$ cat config.mk
export PLATFORM = sky130hd
export DESIGN_NAME = amp_pwr_seq
export DESIGN_NICKNAME = d
export VERILOG_FILES = /design/src/rtl/amp_pwr_seq_pkg.sv /design/src/rtl/amp_gain_scl.sv /design/src/rtl/amp_pwr_seq.sv
export SDC_FILE = /design/constraint.sdc
export NUM_CORES = 1
export LEC_CHECK = 0
export ABC_CLOCK_PERIOD_IN_PS = 14200
export BUFFER_PORTS_ARGS = -buffer_cell sky130_fd_sc_hd__buf_2
export CELL_PAD_IN_SITES_DETAIL_PLACEMENT = 0
export CELL_PAD_IN_SITES_GLOBAL_PLACEMENT = 1
export CORE_ASPECT_RATIO = 0.5
export CORE_MARGIN = 10
export CORE_UTILIZATION = 50
export CTS_BUF_LIST = sky130_fd_sc_hd__clkbuf_4
export DETAILED_ROUTE_END_ITERATION = 12
export GPL_ROUTABILITY_DRIVEN = 0
export MAX_ROUTING_LAYER = met4
export PLACE_DENSITY_LB_ADDON = 0.1
export SETUP_SLACK_MARGIN = 0.4
export SYNTH_ARGS = -nofsm -noshare
export SYNTH_HDL_FRONTEND = slang
export SYNTH_SLANG_ARGS = --single-unit
$ cat constraint.sdc
create_clock -name clk -period 14.2 [get_ports clk]
set_input_delay 2.13 -clock clk [delete_from_list [all_inputs] [get_ports clk]]
set_output_delay 2.13 -clock clk [all_outputs]
set_load 0.05 [all_outputs]
$ cat src/rtl/amp_pwr_seq_pkg.sv
// amp_pwr_seq_pkg: shared state encoding and defaults for the amp sequencer.
// Used by amp_pwr_seq and amp_gain_scl.
package amp_pwr_seq_pkg;

    typedef enum logic [2:0] {
        SHDN    = 3'd0,
        RAMP_UP = 3'd1,
        RUN     = 3'd2,
        RAMP_DN = 3'd3,
        MUTED   = 3'd4,
        FAULT   = 3'd5,
        LOCKOUT = 3'd6
    } amp_state_t;

    localparam int AMP_GAIN_W = 6;

    function automatic int max_i(input int a, input int b);
        return (a > b) ? a : b;
    endfunction

endpackage

$ cat src/rtl/amp_gain_scl.sv
// amp_gain_scl: one audio channel, registered signed sample times mute gain.
// Output loads only on vld; gain is an unsigned fraction with GAIN_W bits.
module amp_gain_scl
    import amp_pwr_seq_pkg::*;
#(
    parameter int GAIN_W = AMP_GAIN_W
) (
    input  logic               clk,
    input  logic               rst,
    input  logic               vld_i,
    input  logic [GAIN_W:0]    gain_i,
    input  logic signed [15:0] din_i,
    output logic signed [15:0] dout_o
);

    localparam int PW = 17 + GAIN_W;

    logic signed [PW-1:0] din_x;
    logic signed [PW-1:0] gain_x;
    logic signed [PW-1:0] prod;
    logic [15:0]          dout_d;
    logic [15:0]          dout_q;
    logic                 unused_bits;

    assign din_x  = $signed({{(GAIN_W + 1){din_i[15]}}, din_i});
    assign gain_x = $signed({16'd0, gain_i});
    assign prod   = din_x * gain_x;

    // Arithmetic shift by GAIN_W then keep 16 bits == this slice.
    assign dout_d      = prod[GAIN_W +: 16];
    assign unused_bits = ^{prod[PW-1], prod[GAIN_W-1:0]};

    always_ff @(posedge clk) begin
        if (rst) begin
            dout_q <= '0;
        end else if (vld_i) begin
            dout_q <= dout_d;
        end
    end

    assign dout_o = dout_q;

endmodule

$ cat src/rtl/amp_pwr_seq.sv
// amp_pwr_seq: class-D amp power-up, fault retry/lockout and soft-mute gain.
// Optional lifetime fault counter port flt_cnt: define AMP_PWR_SEQ_FLT_CNT_EN.
module amp_pwr_seq
    import amp_pwr_seq_pkg::*;
#(
    parameter int STARTUP_CYC = 250000,
    parameter int RETRY_CYC   = 1000000,
    parameter int MAX_RETRY   = 3,
    parameter int GAIN_W      = AMP_GAIN_W
) (
    input  logic               clk,
    input  logic               rst,
    input  logic               Flt_n,
    input  logic               mute_req,
    input  logic               vld,
    input  logic signed [15:0] aud_in_lft,
    input  logic signed [15:0] aud_in_rght,
    output logic signed [15:0] aud_out_lft,
    output logic signed [15:0] aud_out_rght,
    output logic               out_vld,
    output logic               sht_dwn,
    output amp_state_t         amp_state,
    output logic               locked
`ifdef AMP_PWR_SEQ_FLT_CNT_EN
    ,
    output logic [7:0]         flt_cnt
`endif
);

    localparam int TMR_W = $clog2(max_i(STARTUP_CYC, RETRY_CYC) + 1);
    localparam int RC_W  = $clog2(MAX_RETRY + 1);

    localparam logic [GAIN_W:0] GAIN_MAX = {1'b1, {GAIN_W{1'b0}}};
    localparam logic [GAIN_W:0] GAIN_ONE = {{GAIN_W{1'b0}}, 1'b1};

    amp_state_t      state_q, state_d;
    logic [GAIN_W:0] gain_q, gain_d, gain_use;
    logic [GAIN_W:0] gain_inc, gain_dec;
    logic [TMR_W-1:0] timer_q, timer_d;
    logic [RC_W-1:0] retry_q, retry_d;
    logic            sync1_q, flt_s_q;
    logic            out_vld_q;
    logic            fault;

    assign fault = !flt_s_q && !(state_q inside {SHDN, FAULT, LOCKOUT});

    assign gain_inc = (gain_q == GAIN_MAX) ? GAIN_MAX : gain_q + GAIN_ONE;
    assign gain_dec = (gain_q == '0) ? '0 : gain_q - GAIN_ONE;

    always_comb begin
        state_d  = state_q;
        gain_d   = gain_q;
        timer_d  = timer_q;
        retry_d  = retry_q;
        gain_use = gain_q;
        if (fault) begin
            state_d  = FAULT;
            gain_d   = '0;
            timer_d  = '0;
            retry_d  = retry_q + RC_W'(1);
            gain_use = '0;
        end else begin
            unique case (state_q)
                SHDN: begin
                    gain_d = '0;
                    if (!flt_s_q) begin
                        timer_d = '0;
                    end else if (timer_q == TMR_W'(STARTUP_CYC - 1)) begin
                        timer_d = '0;
                        state_d = RAMP_UP;
                    end else begin
                        timer_d = timer_q + TMR_W'(1);
                    end
                end
                RAMP_UP: begin
                    if (vld) gain_d = gain_inc;
                    if (mute_req) begin
                        state_d = RAMP_DN;
                    end else if (gain_d == GAIN_MAX) begin
                        state_d = RUN;
                        retry_d = '0;
                    end
                end
                RUN: begin
                    gain_d = GAIN_MAX;
                    if (mute_req) state_d = RAMP_DN;
                end
                RAMP_DN: begin
                    if (vld) gain_d = gain_dec;
                    if (!mute_req) begin
                        state_d = RAMP_UP;
                    end else if (gain_d == '0) begin
                        state_d = MUTED;
                    end
                end
                MUTED: begin
                    gain_d = '0;
                    if (!mute_req) state_d = RAMP_UP;
                end
                FAULT: begin
                    gain_d = '0;
                    if (retry_q == RC_W'(MAX_RETRY)) begin
                        state_d = LOCKOUT;
                    end else if (!flt_s_q) begin
                        timer_d = '0;
                    end else if (timer_q == TMR_W'(RETRY_CYC - 1)) begin
                        timer_d = '0;
                        state_d = SHDN;
                    end else begin
                        timer_d = timer_q + TMR_W'(1);
                    end
                end
                LOCKOUT: begin
                    gain_d = '0;
                end
                default: begin
                    state_d = SHDN;
                    gain_d  = '0;
                    timer_d = '0;
                end
            endcase
        end
    end

    always_ff @(posedge clk) begin
        if (rst) begin
            sync1_q   <= 1'b1;
            flt_s_q   <= 1'b1;
            state_q   <= SHDN;
            gain_q    <= '0;
            timer_q   <= '0;
            retry_q   <= '0;
            out_vld_q <= 1'b0;
        end else begin
            sync1_q   <= Flt_n;
            flt_s_q   <= sync1_q;
            state_q   <= state_d;
            gain_q    <= gain_d;
            timer_q   <= timer_d;
            retry_q   <= retry_d;
            out_vld_q <= vld;
        end
    end

`ifdef AMP_PWR_SEQ_FLT_CNT_EN
    logic [7:0] flt_cnt_q;

    always_ff @(posedge clk) begin
        if (rst) begin
            flt_cnt_q <= '0;
        end else if (fault && flt_cnt_q != 8'hFF) begin
            flt_cnt_q <= flt_cnt_q + 8'd1;
        end
    end

    assign flt_cnt = flt_cnt_q;
`endif

    amp_gain_scl #(.GAIN_W(GAIN_W)) u_scl_lft (
        .clk    (clk),
        .rst    (rst),
        .vld_i  (vld),
        .gain_i (gain_use),
        .din_i  (aud_in_lft),
        .dout_o (aud_out_lft)
    );

    amp_gain_scl #(.GAIN_W(GAIN_W)) u_scl_rght (
        .clk    (clk),
        .rst    (rst),
        .vld_i  (vld),
        .gain_i (gain_use),
        .din_i  (aud_in_rght),
        .dout_o (aud_out_rght)
    );

    assign out_vld   = out_vld_q;
    assign sht_dwn   = state_q inside {SHDN, FAULT, LOCKOUT};
    assign amp_state = state_q;
    assign locked    = (state_q == LOCKOUT);

endmodule

==> out/metrics.csv, run 1 <==
metric,value,unit
largest net degree at the start of global routing,104,
Final period util,51.7,%
CTS tree,built,
Clock Latency Late Sink,0.55,ns
hold endpoint,flt_s_q,
GRT Util Overall,20.3,%
register area share after synthesis,12.3,%
Setup Skew,0.0370,ns
Yosys top cell area share,29.3,%
Post-Route WL,27600,um
most frequent cells in the layout,"219 x inv_1, 168 x and3_1, 160 x fa_1",
# rows,38,
synthesized area per cell,8.35,um2
first-pass GRT wire length,46300,um
crit end category,register,
Filler cells,2120,
Max Cap Viol,0,
Cells after Synth,1311,
syn nets,1595,
root buf cell,clkbuf_4,
WL/cell,16.8,um
top post-synthesis cells by area,"fa_1 29%, dfxtp_1 12%, ha_1 9.9%, and3_1 9.6%, inv_1 7.5%",
ANT nets after route,0,
vias in the first global route,8985,
die width,229,um
core area,21600,um2
Async SR Flop Fraction,0,%
synth unique cells,61,
top sig layer,met4,
clk slew on worst S/H paths,0.13,ns
total grt overflow,0,
Most common cell on crit path,fa_1,
met2 WL,12600,um
Worst R2R End,u_scl_lft.dout_o[14],
slowest stage cell on the critical path,dfxtp_1,
fin crit period,7.34,ns
top-level port count,75,
hold buffer count at CTS,0,
clk buf depth,2,
FF-to-FF path depth,20,
Layout Cells excl Fill,1643,
"Max FO, Critical Path",64,
Fmax,0.136,GHz
Setup CP Type,reg2reg,
Die ar.,28600,um2
Final Max Tran Viols,0,
unrepaired setup endpoints after global routing,no,
Vias/cell,5.50,
DRC Markers,0,
r2r setup slk,6.86,ns
largest area contributor in the netlist,fa_1,
cell area after synthesis,10900,um2
port bufs,74,
Hold Fails Final Rpt,0,
P&R area growth vs syn,6.90,%
DRT Pass-1 Iters,5,
Worst path max stage delay,1.00,ns
reg2reg start,amp_state[1],
dpl cells,1624,
initial antenna violation count,4,
family with the most delay on the worst path,adder cells,
PD cells,34.0,nW/um2
max_slew headroom,34.1,%
CTS buffer count,9,
Nets,1619,
"EDFF count, synth",0,
final setup violation count,0,
Vert. Die Dim,125,um
WHS Path Cells,1,
Hold Startpoint,sync1_q,
Post-CTS Setup Bufs,0,
routed length on met3,1440,um
worst-case hold slack,0.411,ns
"commonest non-fill, non-tap cell in the layout",inv_1,
Max H-tree Level,3,
routed via count,9033,
# clock sinks,67,
startpoint types,register,
synth warn,0,
Detailed Place HPWL,20900,um
Main synth FF type,dfxtp_1,
CP cell instances,"xor2_1, a211o_4, and2_1, nand2_1, fa_1, fa_1, inv_1, fa_1, inv_1, fa_1, inv_1, ha_1, a21oi_1, o21ai_0, o2bb2ai_1, a31oi_1, o21ai_0, a31o_2, a21o_1, a221o_1",
layout cells sized above 1,8.89,%
critical path required time,14.62,ns
Initial DRC Count,672,
Synth Register Bits,67,
WP buf/inv,3,
Tightest Hold Check Type,reg2reg,
outcome,"finished, final reports clean",
Tightest Pin Transition,0.987,ns
M1 wire length,13200,um
CTS-repair resized insts,0,
Leak,6.57,nW
Sum Neg Setup Slack,0,ns
worst vdd ir,0.0354,mV
Critical Path AT,7.76,ns
Starting Density,50.7,%
## through the flow
| step | total power, W | cell area (um2) | util [%] | worst slack, ns |
|---|---|---|---|---|
| after floorplan | 0.000207 | 10900 | - | 7.87 |
| after global placement | 0.000226 | 11500 | 53.3 | 7.15 |
| after detailed placement | 0.000226 | 11500 | 53.3 | 7.00 |
| after CTS | 0.000406 | 11700 | 54.1 | 6.96 |
| after global routing | 0.000414 | 11700 | 54.2 | 6.31 |
| final | 0.000398 | 11700 | 54.2 | 6.86 |
## worst reg2reg max path: stages, from the launching register on
cell       delay, ns
dfxtp_1         1.00
xor2_1          0.36
a211o_4         0.51
and2_1          0.69
nand2_1         0.17
fa_1            0.53
fa_1            0.55
inv_1           0.06
fa_1            0.53
inv_1           0.06
fa_1            0.53
inv_1           0.04
ha_1            0.33
a21oi_1         0.14
o21ai_0         0.13
o2bb2ai_1       0.17
a31oi_1         0.35
o21ai_0         0.27
a31o_2          0.36
a21o_1          0.19
a221o_1         0.28
## flip-flops by register name, indices dropped and copies added (netlist names)
register	flops
sync1_q	1
u_scl_rght.dout_o	16
retry_q	2
u_scl_lft.dout_o	16
gain_q	7
flt_s_q	1
out_vld	1
timer_q	20
amp_state	3
## worst max path at each step
stage / startpoint / slack, ns / depth (start not counted) / endpoint
5_1_grt: amp_state[1] / 6.31 / 20 / u_scl_lft.dout_o[15]
3_5_place_dp: amp_state[1] / 7.00 / 20 / u_scl_lft.dout_o[14]
6_report: amp_state[1] / 6.86 / 20 / u_scl_lft.dout_o[14]
4_1_cts: amp_state[1] / 6.96 / 20 / u_scl_lft.dout_o[14]
2_1_floorplan: aud_in_rght[13] / 7.87 / 17 / u_scl_rght.dout_o[15]
3_3_place_gp: amp_state[1] / 7.15 / 20 / u_scl_lft.dout_o[14]
## synthesized netlist by cell type (3+ instances only)
master and instances:
a211oi_1 4, a21o_1 18, a21oi_1 47, a22oi_1 5
a31o_2 4, a31oi_1 14, and2_1 6, and3_1 168
buf_1 4, buf_2 3, clkbuf_1 67, dfxtp_1 67
fa_1 160, ha_1 87, inv_1 219, mux2i_1 18
nand2_1 116, nand2b_1 13, nand3_1 20, nand3b_1 4
nand4_1 13, nand4b_1 3, nor2_1 68, nor2b_1 10
nor3_1 14, nor3b_1 9, nor4_1 3, o211ai_1 4
o21ai_0 32, o22ai_1 3, or3_1 7, or3b_2 3
or4_1 5, xnor2_1 31, xor2_1 23
## where the power goes
part	switching [W]	internal, W
registers	0.000000920	0.000189
clock network	0.0000863	0.0000895
logic	0.0000228	0.00000916
total	0.000110	0.000288
## area by class of cell
cell class	count	area (um2)	share of cell area, %
well taps	300	375	3.21
diodes	4	10.0	0.0856
clock buffers	10	75.1	0.642
repair buffers	88	475	4.07
inverters	219	822	7.03
flip-flops and latches	67	1340	11.5
multi-input cells	950	8490	72.6
clock inverters	5	103	0.877
## cells by family (layout without fill, tap and decap cells)
group | Yosys count | in the layout | synth area share, %
simple gates | 473 | 473 | 23.1
buf+inv | 294 | 322 | 10.2
fa+ha+maj | 247 | 247 | 39.2
compound gates | 158 | 158 | 9.25
flops | 67 | 67 | 12.3
xor+xnor | 54 | 54 | 4.32
mux | 18 | 18 | 1.65
other cells | 0 | 4 | 0
## metal layers
metal  track usage, %  vias to the layer above
li1                 -                     4345
met1             27.5                     4449
met2             31.0                      220
met3             3.41                       19
met4             5.38                        0
met5                -                        -
Power figures use the tool's default switching activity.
==> inputs of run 2 (changes only) <==
--- a/config.mk
+++ b/config.mk
@@ -5,13 +5,13 @@
 export SDC_FILE = /design/constraint.sdc
 export NUM_CORES = 1
 export LEC_CHECK = 0
-export ABC_CLOCK_PERIOD_IN_PS = 14200
+export ABC_CLOCK_PERIOD_IN_PS = 6710
 export BUFFER_PORTS_ARGS = -buffer_cell sky130_fd_sc_hd__buf_2
 export CELL_PAD_IN_SITES_DETAIL_PLACEMENT = 0
 export CELL_PAD_IN_SITES_GLOBAL_PLACEMENT = 1
 export CORE_ASPECT_RATIO = 0.5
 export CORE_MARGIN = 10
-export CORE_UTILIZATION = 50
+export CORE_UTILIZATION = 44
 export CTS_BUF_LIST = sky130_fd_sc_hd__clkbuf_4
 export DETAILED_ROUTE_END_ITERATION = 12
 export GPL_ROUTABILITY_DRIVEN = 0
==> constraint.sdc (replaced) <==
create_clock -name clk -period 6.71 [get_ports clk]
set_input_delay 1.0065 -clock clk [delete_from_list [all_inputs] [get_ports clk]]
set_output_delay 1.0065 -clock clk [all_outputs]
set_load 0.05 [all_outputs]
==> run 2 against run 1 <==
Effect of this change: maximum frequency rose by 25%; combinational power rose by 110%; sequential cell count did not move; count of clock-buffer cells in the layout did not move; first-iteration DRC count fell by 30%; via count barely moved; final area rose by 0.81%; hold slack improved by 0.0023 ns; sequential power rose by 110%; clock power rose by 76%; setup slack got worse by 6.0 ns; clock skew fell by 0.014 ns; critical endpoint is now u_scl_lft.dout_o[15]; largest cell class unchanged; largest power group unchanged; highest routed layer unchanged.
==> out/metrics.csv, run 2 (synthesis gave the netlist of run 1 again) <==
metric,value,unit,change
outcome,"finished, final reports clean",,
crit end category,register,,
top-level port count,75,,unchanged
area post-placement,11600,um2,+1.0%
Critical Path AT,6.29,ns,-1.47 ns
max_slew headroom,39.2,%,+5.1 points
Filler cells,2414,,+14%
M1 GR Usage,25.5,%,-2.0 points
DRC Markers,0,,unchanged
final instance area,11800,um2,+0.81%
fin crit period,5.90,ns,-1.45 ns
routed via count,9039,,+0.066%
Setup CP Type,reg2reg,,
clk buf depth,2,,unchanged
Final period util,87.9,%,+36 points
Post-Route WL,29200,um,+5.9%
Max Cap Viol,0,,unchanged
root buf cell,clkbuf_4,,
Final Power,0.000781,W,+96%
Vert. Die Dim,132,um,+5.5%
Clock Latency Late Sink,0.54,ns,about the same
dpl ws,0.765,ns,-6.23 ns
WL/cell,17.3,um,+3.1%
# rows,40,,+5.3%
Fmax,0.170,GHz,+25%
met2 Use GR,30.1,%,-0.91 points
PD cells,66.2,nW/um2,+95%
Reg with most FFs,timer_q,,
P&R area growth vs syn,7.77,%,
first-pass GRT wire length,48700,um,+5.1%
initial antenna violation count,2,,-2
Worst path max stage delay,0.53,ns,-0.47 ns
Final Max Tran Viols,0,,unchanged
layout cells sized above 1,9.87,%,+0.98 points
GRT Util Overall,19.2,%,-1.1 points
Tightest Pin Transition,0.906,ns,-0.0814 ns
final setup violation count,0,,unchanged
"Max FO, Critical Path",43,,-33%
Leak,6.61,nW,+0.52%
met3 Use GR,3.30,%,-0.11 points
busiest grt layer,met2,,
"commonest non-fill, non-tap cell in the layout",inv_1,,
Most common cell on crit path,fa_1,,
Vias/cell,5.36,,-2.5%
ANT nets after route,0,,unchanged
final setup margin,0.814,ns,-6.04 ns
CTS buffer count,9,,unchanged
slowest stage cell on the critical path,fa_1,,
CP cell instances,"xor2_2, a211o_4, buf_4, and3_1, fa_1, fa_1, fa_1, inv_1, fa_1, inv_1, ha_1, a21oi_1, o21ai_0, o2bb2ai_1, a31oi_1, o21ai_0, a31o_2, o311ai_0, o211ai_1",,
die width,243,um,+6.0%
Largest register FFs,20,,unchanged
worst vdd ir,0.0820,mV,+130%
hold buffer count at CTS,0,,unchanged
clk slew on worst S/H paths,0.14,ns,about the same
total grt overflow,0,,unchanged
Tightest Hold Check Type,reg2reg,,
unrepaired setup endpoints after global routing,no,,
Hold Fails Final Rpt,0,,unchanged
Setup Skew,0.0235,ns,-0.0135 ns
Sum Neg Setup Slack,0,ns,unchanged
critical path required time,7.11,ns,-7.51 ns
most frequent cells in the layout,"219 x inv_1, 168 x and3_1, 160 x fa_1",,
CTS-repair resized insts,0,,unchanged
startpoint types,register,,
# clock sinks,67,,unchanged
CTS tree,built,,
vias in the first global route,9143,,+1.8%
DRT Pass-1 Iters,5,,unchanged
largest net degree at the start of global routing,84,,-19%
r2r setup slk,0.81,ns,-6.04 ns
Post-CTS Setup Bufs,0,,unchanged
Initial DRC Count,471,,-30%
port bufs,74,,unchanged
Detailed Place HPWL,22300,um,+6.5%
Nets,1627,,+0.49%
Starting Density,45.2,%,-5.5 points
Die ar.,32000,um2,+12%
Max H-tree Level,3,,unchanged
core area,24200,um2,+12%
run 2: report_power, final:
part,total (W),internal (W),switching [W]
sequential,0.000402,0.000400,0.00000192
clock,0.000310,0.000118,0.000193
combinational,0.0000687,0.0000187,0.0000499
total,0.000781,0.000536,0.000245
run 2: path summary, 6_finish.rpt:
kind,startpoint,end,cells past startpoint
hold reg to reg,sync1_q,flt_s_q,1
setup / recovery,amp_state[1],u_scl_lft.dout_o[15],19
setup reg to reg,amp_state[1],u_scl_lft.dout_o[15],19
hold / removal,sync1_q,flt_s_q,1
run 2: worst max-delay path: cells and delay by family (launching register included):
family	cells	cell delay [ns]
DFF	1	0.39
buffers and inverters	3	0.36
adders and majority gates	5	2.32
xor gates and xnor gates	1	0.21
AOI/OAI and AO/OA	9	2.20
and+or+nand+nor	1	0.24
run 2: cell type report:
class                      instances  area (um2)  share of cell area, %
multi-input combinational        950        8510                   72.2
sequential                        67        1340                   11.4
inverter                         219         822                   6.97
timing repair buffer              96         548                   4.65
tap                              336         420                   3.57
clock buffer                      10        75.1                  0.637
clock inverter                     6        65.1                  0.552
antenna                            3        7.51                 0.0637
run 2: stage by stage:
| step | hold slack, ns | utilization, % | instances |
|---|---|---|---|
| floorplan | 0.389 | - | 1311 |
| global placement | 0.390 | 48.0 | 1668 |
| detailed placement | 0.392 | 48.0 | 1668 |
| CTS | 0.413 | 48.6 | 1684 |
| global route | 0.430 | 48.7 | 1686 |
| finish | 0.414 | 48.7 | 1687 |
run 2: per-layer routing:
layer,part of all wire (%),vias to the layer above
li1,-,4367
met1,48,4457
met2,47,189
met3,4.3,26
met4,1.4,0
met5,0,-
==> inputs of run 3 (changes only) <==
--- a/config.mk
+++ b/config.mk
@@ -5,13 +5,13 @@
 export SDC_FILE = /design/constraint.sdc
 export NUM_CORES = 1
 export LEC_CHECK = 0
-export ABC_CLOCK_PERIOD_IN_PS = 6710
+export ABC_CLOCK_PERIOD_IN_PS = 5610
 export BUFFER_PORTS_ARGS = -buffer_cell sky130_fd_sc_hd__buf_2
 export CELL_PAD_IN_SITES_DETAIL_PLACEMENT = 0
 export CELL_PAD_IN_SITES_GLOBAL_PLACEMENT = 1
 export CORE_ASPECT_RATIO = 0.5
 export CORE_MARGIN = 10
-export CORE_UTILIZATION = 44
+export CORE_UTILIZATION = 49
 export CTS_BUF_LIST = sky130_fd_sc_hd__clkbuf_4
 export DETAILED_ROUTE_END_ITERATION = 12
 export GPL_ROUTABILITY_DRIVEN = 0
==> constraint.sdc (replaced) <==
create_clock -name clk -period 5.61 [get_ports clk]
set_input_delay 0.8415 -clock clk [delete_from_list [all_inputs] [get_ports clk]]
set_output_delay 0.8415 -clock clk [all_outputs]
set_load 0.05 [all_outputs]
==> run 3 against run 2 <==
Effect of this change: first-iteration DRC count is 48% higher; core utilization is 11 points higher; hold slack better by 0.0068 ns; final cell count is 0.89% higher; non-clock buffer count is 54 higher; clock skew is 0.017 ns higher; via count is 4.9% higher; global-route usage is 3.4 points higher; maximum frequency is 8.5% higher.
==> out/metrics.csv, run 3 (synthesis gave the netlist of run 1 again) <==
metric,value,unit,change
critical path required time,6.01,ns,-1.10 ns
Most common cell on crit path,fa_2,,
vias in the first global route,9768,,+6.8%
Die ar.,29100,um2,-9.0%
stages on the worst setup path,20,,+1
GRT Util Overall,22.6,%,+3.4 points
"Max FO, Critical Path",11,,-74%
Hold Startpoint,sync1_q,,
CP cell instances,"xor2_2, a211o_4, buf_12, buf_16, and3_4, fa_2, fa_1, fa_2, inv_2, fa_2, inv_2, ha_4, a21oi_4, a31oi_4, or4b_4, nand4_1, buf_4, a31oi_4, o21ai_1, o311ai_2",,
startpoint types,register,,
Largest register FFs,20,,unchanged
FF-to-FF path depth,20,,+1
family with the most delay on the worst path,adder cells,,
DRT Pass-1 Iters,5,,unchanged
initial antenna violation count,0,,-2
CTS buffer count,9,,unchanged
WL/cell,18.5,um,+7.0%
clk slew on worst S/H paths,0.15,ns,about the same
top-level port count,75,,unchanged
Diodes inserted,0,,-3
Setup Skew,0.0404,ns,+0.0169 ns
Clock Latency Late Sink,0.52,ns,-0.02 ns
WP buf/inv,5,,+2
max_slew headroom,19.3,%,-20 points
Leak,7.00,nW,+6.0%
register area,1350,um2,+0.75%
P&R area growth vs syn,18.6,%,
core area,21800,um2,-9.9%
# clock sinks,67,,unchanged
final setup violation count,0,,unchanged
outcome,"finished, final reports clean",,
crit end category,register,,
# rows,38,,-5.0%
slowest stage cell on the critical path,fa_2,,
most frequent cells in the layout,"210 x inv_1, 164 x and3_1, 149 x fa_1",,
ANT nets after route,0,,unchanged
Worst R2R End,u_scl_rght.dout_o[14],,
routed via count,9485,,+4.9%
Starting Density,50.1,%,+5.0 points
Initial DRC Count,696,,+48%
root buf cell,clkbuf_4,,
hold buffer count at CTS,0,,unchanged
Multi-input gate area,9130,um2,+7.3%
Layout Utilization,59.5,%,+11 points
Vias/cell,5.57,,+4.0%
Filler cells,1987,,-18%
Post-Route WL,31600,um,+8.0%
total grt overflow,0,,unchanged
Worst path max stage delay,0.56,ns,+0.03 ns
WHS Path Cells,1,,unchanged
CTS tree,built,,
Reg with most FFs,timer_q,,
Fmax,0.184,GHz,+8.5%
Final Max Tran Viols,0,,unchanged
r2r setup slk,0.17,ns,-0.64 ns
largest net degree at the start of global routing,44,,-48%
DRC Markers,0,,unchanged
Hold Fails Final Rpt,0,,unchanged
Tightest Pin Transition,1.21,ns,+0.300 ns
Tightest Hold Check Type,reg2reg,,
first-pass GRT wire length,51600,um,+6.1%
Max Cap Viol,0,,unchanged
Nets,1681,,+3.3%
"commonest non-fill, non-tap cell in the layout",inv_1,,
fin crit period,5.44,ns,-0.461 ns
port bufs,74,,unchanged
Final Power,0.000936,W,+20%
clk buf depth,2,,unchanged
Final period util,96.9,%,+9.0 points
hold endpoint,flt_s_q,,
layout cells sized above 1,19.9,%,+10 points
reg2reg start,amp_state[1],,
Setup CP Type,reg2reg,,
unrepaired setup endpoints after global routing,yes,,
Detailed Place HPWL,22900,um,+2.9%
Vert. Die Dim,126,um,-4.4%
Max H-tree Level,3,,unchanged
die width,231,um,-4.8%
worst vdd ir,0.0782,mV,-4.7%
PD cells,72.1,nW/um2,+8.9%
dpl ws,0.0272,ns,-0.738 ns
final setup margin,0.174,ns,-0.639 ns
Critical Path AT,5.84,ns,-0.45 ns
[run 3: changes by cell type in the layout (fill, tap and decap cells not counted), moves of 9 or more]
cell	before	now
inv_1	219	210
fa_2	0	11
ha_1	87	70
nand2_1	116	106
buf_4	21	61
a21oi_1	47	35
inv_2	0	9
fa_1	160	149
ha_4	0	13
[run 3: worst max-delay path by stage]
stage                       from  slack [ns]                    end
global placement    amp_state[0]        0.13   u_scl_lft.dout_o[14]
CTS                 amp_state[1]        0.22   u_scl_lft.dout_o[14]
finish              amp_state[1]        0.17  u_scl_rght.dout_o[14]
floorplan           amp_state[1]        0.26  u_scl_rght.dout_o[15]
detailed placement  amp_state[0]        0.03   u_scl_lft.dout_o[14]
global route        amp_state[1]       -0.01  u_scl_rght.dout_o[15]
[run 3: stage by stage]
step	cells	instance area (um2)	hold slack [ns]	TNS (ns)
after global placement	1642	11800	0.400	0
after CTS	1691	12600	0.423	0
after global routing	1702	13000	0.446	-0.0128
after floorplan	1311	11200	0.389	0
after detailed placement	1642	11800	0.394	0
final	1702	13000	0.420	0
[run 3: power by group]
group / switching, W / total [W] / internal [W] / leakage, nW
clock network: 0.000234 / 0.000373 / 0.000139 / 0.0818
registers: 0.00000187 / 0.000479 / 0.000477 / 0.543
logic: 0.0000610 / 0.0000840 / 0.0000230 / 6.37
total: 0.000297 / 0.000936 / 0.000639 / 7.00
[run 3: per-layer routing]
metal / vias up / track usage [%] / wire length, um / share of wire, %
li1: 4456 / - / - / -
met1: 4723 / 30.2 / 14700 / 47
met2: 264 / 34.6 / 14100 / 45
met3: 42 / 5.13 / 2230 / 7.1
met4: 0 / 4.35 / 459 / 1.5
met5: - / - / 0 / 0
[run 3: area by class of cell]
class                           instances  share of cell area [%]
Tap cell                              300                    2.89
Sequential cell                        67                    10.4
Clock inverter                          7                   0.598
Inverter                              219                    6.33
Multi-Input combinational cell        950                    70.4
Timing Repair Buffer                  150                    8.84
Clock buffer                            9                   0.521
[run 3: repair_timing]
item | in CTS | in global routing
pin swaps | 40 | 33
cloned | 5 | 0
hold endpoints to repair | 0 | 0
gates resized for setup | 61 | 48
setup endpoints to repair | 21 | 30
buffers inserted | 28 | 11
